<file path="config.mk">
export PLATFORM = sky130hd
export DESIGN_NAME = serial_subtractor_flat
export DESIGN_NICKNAME = d
export VERILOG_FILES = /design/src/rtl/serial_subtractor_pkg.sv /design/src/rtl/serial_subtractor_if.sv /design/src/rtl/full_subtractor.sv /design/src/rtl/serial_subtractor.sv /design/src/flat_wrapper.sv
export SDC_FILE = /design/constraint.sdc
export NUM_CORES = 1
export LEC_CHECK = 0
export ABC_AREA = 1
export ABC_CLOCK_PERIOD_IN_PS = 1900
export CORE_MARGIN = 2
export CORE_UTILIZATION = 54
export CTS_CLUSTER_DIAMETER = 50
export DETAILED_ROUTE_END_ITERATION = 16
export PLACE_DENSITY = 0.88
export SETUP_SLACK_MARGIN = 0.4
export SLEW_MARGIN = 20
export SYNTH_ARGS = -nofsm -noshare
export SYNTH_HDL_FRONTEND = slang
export SYNTH_HIERARCHICAL = 1
export SYNTH_SLANG_ARGS = --single-unit
</file>
<file path="constraint.sdc">
create_clock -name clk -period 1.9 [get_ports clk]
set_clock_uncertainty 0.1 [all_clocks]
set_input_delay 0.38 -clock clk [delete_from_list [all_inputs] [get_ports clk]]
set_output_delay 0.38 -clock clk [all_outputs]
set_load 0.05 [all_outputs]
</file>
<file path="src/rtl/serial_subtractor_pkg.sv">
`default_nettype none
// ============================================================================
//  Module   : serial_subtractor_pkg
//  Purpose  : Shared FSM encoding, default operand width and counter sizing.
//  Revision : 1.0 - initial release
// ============================================================================
package serial_subtractor_pkg;

    localparam int c_DEFAULT_WIDTH = 4;

    typedef enum logic [1:0] {
        IDLE  = 2'd0,
        SHIFT = 2'd1,
        DONE  = 2'd2
    } state_t;

    // Bit counter must hold the value WIDTH, hence WIDTH+1 codes.
    function automatic int cnt_width(input int w);
        return $clog2(w + 1);
    endfunction

endpackage : serial_subtractor_pkg
`default_nettype wire

</file>
<file path="src/rtl/serial_subtractor_if.sv">
`default_nettype none
// ============================================================================
//  Module   : serial_subtractor_if
//  Purpose  : Request/result bundle between a requester and serial_subtractor.
//  Revision : 1.0 - initial release
// ============================================================================
interface serial_subtractor_if
    import serial_subtractor_pkg::*;
#(
    parameter int WIDTH = c_DEFAULT_WIDTH
) ();

    logic             start;
    logic [WIDTH-1:0] A;
    logic [WIDTH-1:0] B;
    logic             Bin;
    logic [WIDTH-1:0] D;
    logic             Bout;
    logic             busy;
    logic             done;

    modport master (
        output start, A, B, Bin,
        input  D, Bout, busy, done
    );

    modport slave (
        input  start, A, B, Bin,
        output D, Bout, busy, done
    );

endinterface : serial_subtractor_if
`default_nettype wire

</file>
<file path="src/rtl/full_subtractor.sv">
`default_nettype none
// ============================================================================
//  Module   : full_subtractor
//  Purpose  : One-bit combinational subtract cell, x - y - bi.
//  Revision : 1.0 - initial release
// ============================================================================
module full_subtractor (
    input  wire  x,
    input  wire  y,
    input  wire  bi,
    output logic d,
    output logic bo
);

    assign d  = x ^ y ^ bi;
    assign bo = (~x & y) | (~(x ^ y) & bi);

endmodule : full_subtractor
`default_nettype wire

</file>
<file path="src/rtl/serial_subtractor.sv">
`default_nettype none
// ============================================================================
//  Module   : serial_subtractor
//  Purpose  : Bit-serial A - B - Bin, LSB first, one bit per clock.
//  Revision : 1.0 - initial release
// ============================================================================
module serial_subtractor
    import serial_subtractor_pkg::*;
#(
    parameter int WIDTH = c_DEFAULT_WIDTH
) (
    input  wire                clk,
    input  wire                rst,
    serial_subtractor_if.slave bus
);

    localparam int                 c_CNT_W    = cnt_width(WIDTH);
    localparam logic [c_CNT_W-1:0] c_CNT_LAST = c_CNT_W'(WIDTH - 1);
    localparam logic [c_CNT_W-1:0] c_CNT_ONE  = c_CNT_W'(1);

    state_t             r_state;
    state_t             w_state_next;
    logic [WIDTH-1:0]   r_a;
    logic [WIDTH-1:0]   r_b;
    logic [WIDTH-1:0]   r_res;
    logic               r_br;
    logic [c_CNT_W-1:0] r_cnt;
    logic [WIDTH-1:0]   r_d;
    logic               r_bout;
    logic               r_done;

    logic               w_d;
    logic               w_bo;
    logic [WIDTH:0]     w_res_cat;

    full_subtractor u_cell (
        .x  (r_a[0]),
        .y  (r_b[0]),
        .bi (r_br),
        .d  (w_d),
        .bo (w_bo)
    );

    // New difference bit enters at the MSB so the LSB-first stream lands in order.
    assign w_res_cat = {w_d, r_res};

    always_comb begin
        w_state_next = r_state;
        case (r_state)
            IDLE:    if (bus.start) w_state_next = SHIFT;
            SHIFT:   if (r_cnt == c_CNT_LAST) w_state_next = DONE;
            DONE:    w_state_next = IDLE;
            default: w_state_next = IDLE;
        endcase
    end

    always_ff @(posedge clk) begin
        if (rst) begin
            r_state <= IDLE;
            r_a     <= '0;
            r_b     <= '0;
            r_res   <= '0;
            r_br    <= 1'b0;
            r_cnt   <= '0;
            r_d     <= '0;
            r_bout  <= 1'b0;
            r_done  <= 1'b0;
        end else begin
            r_state <= w_state_next;
            r_done  <= 1'b0;
            case (r_state)
                IDLE: begin
                    if (bus.start) begin
                        r_a   <= bus.A;
                        r_b   <= bus.B;
                        r_br  <= bus.Bin;
                        r_res <= '0;
                        r_cnt <= '0;
                    end
                end
                SHIFT: begin
                    r_a   <= r_a >> 1;
                    r_b   <= r_b >> 1;
                    r_res <= w_res_cat[WIDTH:1];
                    r_br  <= w_bo;
                    r_cnt <= r_cnt + c_CNT_ONE;
                end
                DONE: begin
                    r_d    <= r_res;
                    r_bout <= r_br;
                    r_done <= 1'b1;
                end
                default: ;
            endcase
        end
    end

    assign bus.D    = r_d;
    assign bus.Bout = r_bout;
    assign bus.done = r_done;
    assign bus.busy = (r_state != IDLE);

endmodule : serial_subtractor
`default_nettype wire

</file>
<file path="src/flat_wrapper.sv">
// flat-port wrapper written by rule: the top's interface ports become plain ports
module serial_subtractor_flat import serial_subtractor_pkg::*;
#(
    parameter int WIDTH = c_DEFAULT_WIDTH
)
  (clk, rst, bus_start, bus_A, bus_B, bus_Bin, bus_D, bus_Bout, bus_busy, bus_done);
  serial_subtractor_if #(.WIDTH(WIDTH)) bus_i ();
  input  wire clk;
  input  wire rst;
  input wire logic [$bits(bus_i.start)-1:0] bus_start;
  input wire logic [$bits(bus_i.A)-1:0] bus_A;
  input wire logic [$bits(bus_i.B)-1:0] bus_B;
  input wire logic [$bits(bus_i.Bin)-1:0] bus_Bin;
  output wire logic [$bits(bus_i.D)-1:0] bus_D;
  output wire logic [$bits(bus_i.Bout)-1:0] bus_Bout;
  output wire logic [$bits(bus_i.busy)-1:0] bus_busy;
  output wire logic [$bits(bus_i.done)-1:0] bus_done;
  assign bus_i.start = bus_start;
  assign bus_i.A = bus_A;
  assign bus_i.B = bus_B;
  assign bus_i.Bin = bus_Bin;
  assign bus_D = bus_i.D;
  assign bus_Bout = bus_i.Bout;
  assign bus_busy = bus_i.busy;
  assign bus_done = bus_i.done;
  serial_subtractor #(.WIDTH(WIDTH)) u_core (.clk(clk), .rst(rst), .bus(bus_i));
endmodule
</file>
**After elaboration in Yosys (flattened, before gate mapping)**

Index checks and enable logic that the tools add are counted.

- Register bits after elaboration: 24
- Input bits: 12
- Output and inout bits: 7
- Logic and storage cells: 41

- Add/subtract/negate cells: 1
- Equal/unequal tests: 5
- Mux-type cells: 14
- Bitwise gates (word level): 7
- Reduce and logical (&&, ||, !) cells: 5

Operators by type and width:

| cell | number |
|---|---|
| 4-bit one-hot mux with 2 select lines | 3 |
| 4-bit two-way mux | 3 |
| 3-bit one-hot mux with 2 select lines | 1 |
| 2-bit two-way mux | 2 |
| 2-bit one-hot mux with 2 select lines | 1 |
| 2-bit AND reduction | 2 |
| 2-bit nonzero test | 2 |
| 3-bit by 1-bit adder with 3-bit output (second input constant) | 1 |
| 3-bit by 2-bit equality test with 1-bit output (second input constant) | 1 |
| 3-bit two-way mux | 1 |
| 1-bit AND | 2 |
| 2-bit by 1-bit equality test with 1-bit output (second input constant) | 1 |
| 2-bit equality test (second input constant) | 1 |
| 2-bit logical NOT | 1 |
| 1-bit two-way mux | 2 |
| 2-bit by 1-bit != test with 1-bit output (second input constant) | 1 |
| 2-bit != test (second input constant) | 1 |
| 1-bit NOT | 2 |
| 1-bit one-hot mux with 2 select lines | 1 |
| 1-bit bitwise XOR | 2 |
| 1-bit bitwise OR | 1 |

**Longest topological paths before layout**

- Word-level depth: 5
- Gate-level depth with buffers: 7
- Mapped depth without buffers: 7

**By module**

The synthesis kept the hierarchy.

Modules (own cells, without submodules):

| module | times used | cells each | area each (µm²) |
|---|---|---|---|
| serial_subtractor | 1 | 149 | 1038.5 |
| full_subtractor | 1 | 4 | 31.3 |

**Worst setup path after synthesis**

No wires, ideal clock.

- Kind: reg-to-output
- Start: register u_core.r_state[0]
- End: output port bus_busy
- Data arrival time: 0.940 ns
- Slack: 0.480 ns
- Stages on the path, launching flop included: 4
- Path through: dfxtp_1 buf_4 nor2_2 inv_1

- Longest elaborated chain between the ends: 1

Ends and longest elaborated chain:

| element | RTL line | RTL |
|---|---|---|
| start, declared | serial_subtractor.sv:21 | `state_t r_state;` |
| start signal, assigned | serial_subtractor.sv:69 | `r_state <= w_state_next;` |
| 2-bit nonzero test | serial_subtractor.sv:101 | `assign bus.busy = (r_state != IDLE);` |
| end, declared | flat_wrapper.sv:16 | `output wire logic [$bits(bus_i.busy)-1:0] bus_busy;` |

Every way passes these cells.

**Final worst setup path**

- Start: register u_core.r_state[1]
- End: output port bus_busy

The elaborated chain is that of the path after synthesis.

==> flow_summary.ini <==
[critical_path]
worst_ep_arrival_time_ns = 0.99
worstSetupPathType = reg -> out
critPathLaunchType = flip-flop
crit_path_max_fanout = 3
cp-end-kind = primary output
critPathRequiredTime_ns = 1.42

[detailed_routing]
dr.pass1.iters = 4
drc = 0
vias = 961
avgRoutedWirePerCell_um = 10.6
wirelength_mm = 2.14
drt_iter0_drc = 20
drtAntennaViolNets = 0
vias_per_cell = 4.76

[floorplanning]
dieArea_mm2 = 0.00235
initial_core_util = 0.557
core.rowCount = 16
die_w_um = 48.5
coreArea_mm2 = 0.00192
die_y_um = 48.5
ioPinCount = 19

[final_layout]
fill_cells = 170
areaGrowthSynthToFinish_pct = 24.7
num_antenna_cells = 0
final_util = 0.694
regArea_um2 = 485
nNetsFinal = 192
drive_gt1_frac = 0.149
multi_input_area_um2 = 454

[timing]
finalCritPeriodShare = 0.774
setup_tns_ns = 0
rsz0062_at_grt = true
final-setup-viol-count = 0
slew_violations = 0
fmax_mhz = 680
slew_headroom = 0.699
hold_viol_final = 0
finalCriticalPeriod_ns = 1.47
worstMarginPinSlew_ns = 0.451

[placement]
hpwl_mm = 1.50
gp_congestion = 0.772
portBuffers = 18

[global_routing]
grt_pass1_wl_mm = 3.56
grt_use_total = 0.193
grt_max_degree = 25
grt_overflow_total = 0
antenna_found_initial = 0
grt_pass1_vias = 866

[yosys]
postSynthCellCount = 153
synth_nets = 168
ys_types = 17
ys_seq_elements = 24
yosys_warnings = 6
avgSynthCellArea_um2 = 6.99
synth_area_mm2 = 0.00107
yosysSeqAreaShare = 0.449

[clock_network]
worstSkewPairLatency_ns = 0.30
cts_tree = done
cts_root_buf = clkbuf_4
max-clock-path-buffers = 2
htreeDepth = 1
path_clk_slew_ns = 0.12
cts_buffers = 3
numClockSinks = 24
hold_buffers = 0

[power_and_ir_drop]
power.density_mw_per_mm2 = 685
vdd_drop_max_v = 0.000520
leakage_nw = 0.636

[hold_path]
hp-class = reg -> reg

[run]
maxCapViolations = 0

[run_status]
status = complete, no violations
[logic make-up (layout without fill, tap and decap cells)]
logic type / after synthesis / count (layout) / share of synthesized area
and+or+nand+nor: 71 / 71 / 0.264
buffers and inverters: 33 / 55 / 0.131
DFF: 24 / 24 / 0.449
AOI/OAI and AO/OA: 22 / 22 / 0.113
adders and majority gates: 3 / 3 / 0.0421
[critical path, stage by stage (launching register included)]
cell and delay (ns):
dfxtp_2 0.36, nor2_4 0.13, inv_2 0.06, buf_12 0.14
[worst paths after layout]
path,endpoint,slack [ns],from,cells past startpoint
setup reg to reg,u_core/r_res[3]$_SDFFE_PP0P_,0.61,u_core/r_b[0]$_SDFFE_PP0P_,4
setup / recovery,bus_busy,0.43,u_core/r_state[1]$_SDFFE_PP0P_,3
hold / removal,u_core/r_res[0]$_SDFFE_PP0P_,0.37,u_core/r_res[0]$_SDFFE_PP0P_,2
hold reg to reg,u_core/r_res[0]$_SDFFE_PP0P_,0.37,u_core/r_res[0]$_SDFFE_PP0P_,2
[sequential cells by signal (all words and copies together) (netlist names)]
register / count
u_core/bus.Bout: 1
u_core/r_br: 1
u_core/r_b: 4
u_core/r_res: 4
u_core/bus.D: 4
u_core/bus.done: 1
u_core/r_cnt: 3
u_core/r_state: 2
u_core/r_a: 4
[Yosys cell counts]
cell type   n  area [um2]
a21oi_1    14        70.1
buf_2       1        5.00
buf_4       4        30.0
dfxtp_1    24         480
fa_1        1        20.0
ha_1        2        25.0
inv_1      25        93.8
inv_2       3        11.3
nand2_1    43         161
nand2_2     1        6.26
nand3_1     3        15.0
nor2_1     22        82.6
nor2_2      1        6.26
nor2_4      1        11.3
o21ai_0     6        30.0
o21ai_1     1        5.00
o21ai_4     1        16.3
[metrics by stage]
step / hold WS (ns) / power (W) / instance area, um2 / setup WS (ns) / instances
after global placement: 0.348 / 0.000697 / 1280 / 0.333 / 196
after CTS: 0.372 / 0.000918 / 1320 / 0.404 / 200
final: 0.373 / 0.000914 / 1330 / 0.429 / 202
after floorplan: 0.339 / 0.000648 / 1070 / 0.480 / 153
after global routing: 0.384 / 0.000970 / 1330 / 0.377 / 202
after detailed placement: 0.354 / 0.000704 / 1280 / 0.278 / 196
[final cells by class]
class                   count  share of cell area
flip-flops and latches     24               0.364
clock buffers               3              0.0169
repair buffers             24               0.174
multi-input cells          96               0.341
well taps                  27              0.0253
inverters                  28              0.0788
[power breakdown]
group | internal (W) | switching (W) | total [W]
sequential | 0.000526 | 0.0000126 | 0.000539
clock | 0.0000739 | 0.000138 | 0.000212
combinational | 0.0000759 | 0.0000879 | 0.000164
total | 0.000676 | 0.000238 | 0.000914
[repair_timing]
action	CTS	global route
endpoints found under the setup margin	1	1
pin swaps	0	1
gates resized for setup	4	1
buffers inserted	1	2
[metal layers]
layer | track usage | part of all wire | wire length, um | vias to the layer above
met5 | 0 | 0 | 0 | -
met4 | 0.0429 | 0 | 0 | 0
met3 | 0.0463 | 0.043 | 91 | 0
met2 | 0.347 | 0.53 | 1120 | 17
li1 | - | - | - | 505
met1 | 0.233 | 0.43 | 922 | 439
[layout by cell type, fill, tap and decap left out]
cell type        count
o21ai_4              1
clkbuf_4             3
dfxtp_4              1
o21ai_1              1
dfxtp_2              1
nor2_4               2
nand2_2              1
buf_4               11
nand3_1              3
ha_1                 2
dfxtp_1             22
buf_12               2
fa_1                 1
inv_2                4
a21oi_1             14
nand2_1             43
nor2_1              22
o21ai_0              6
inv_1               24
clkdlybuf4s50_1     11
(Power assumes the default switching activity.)
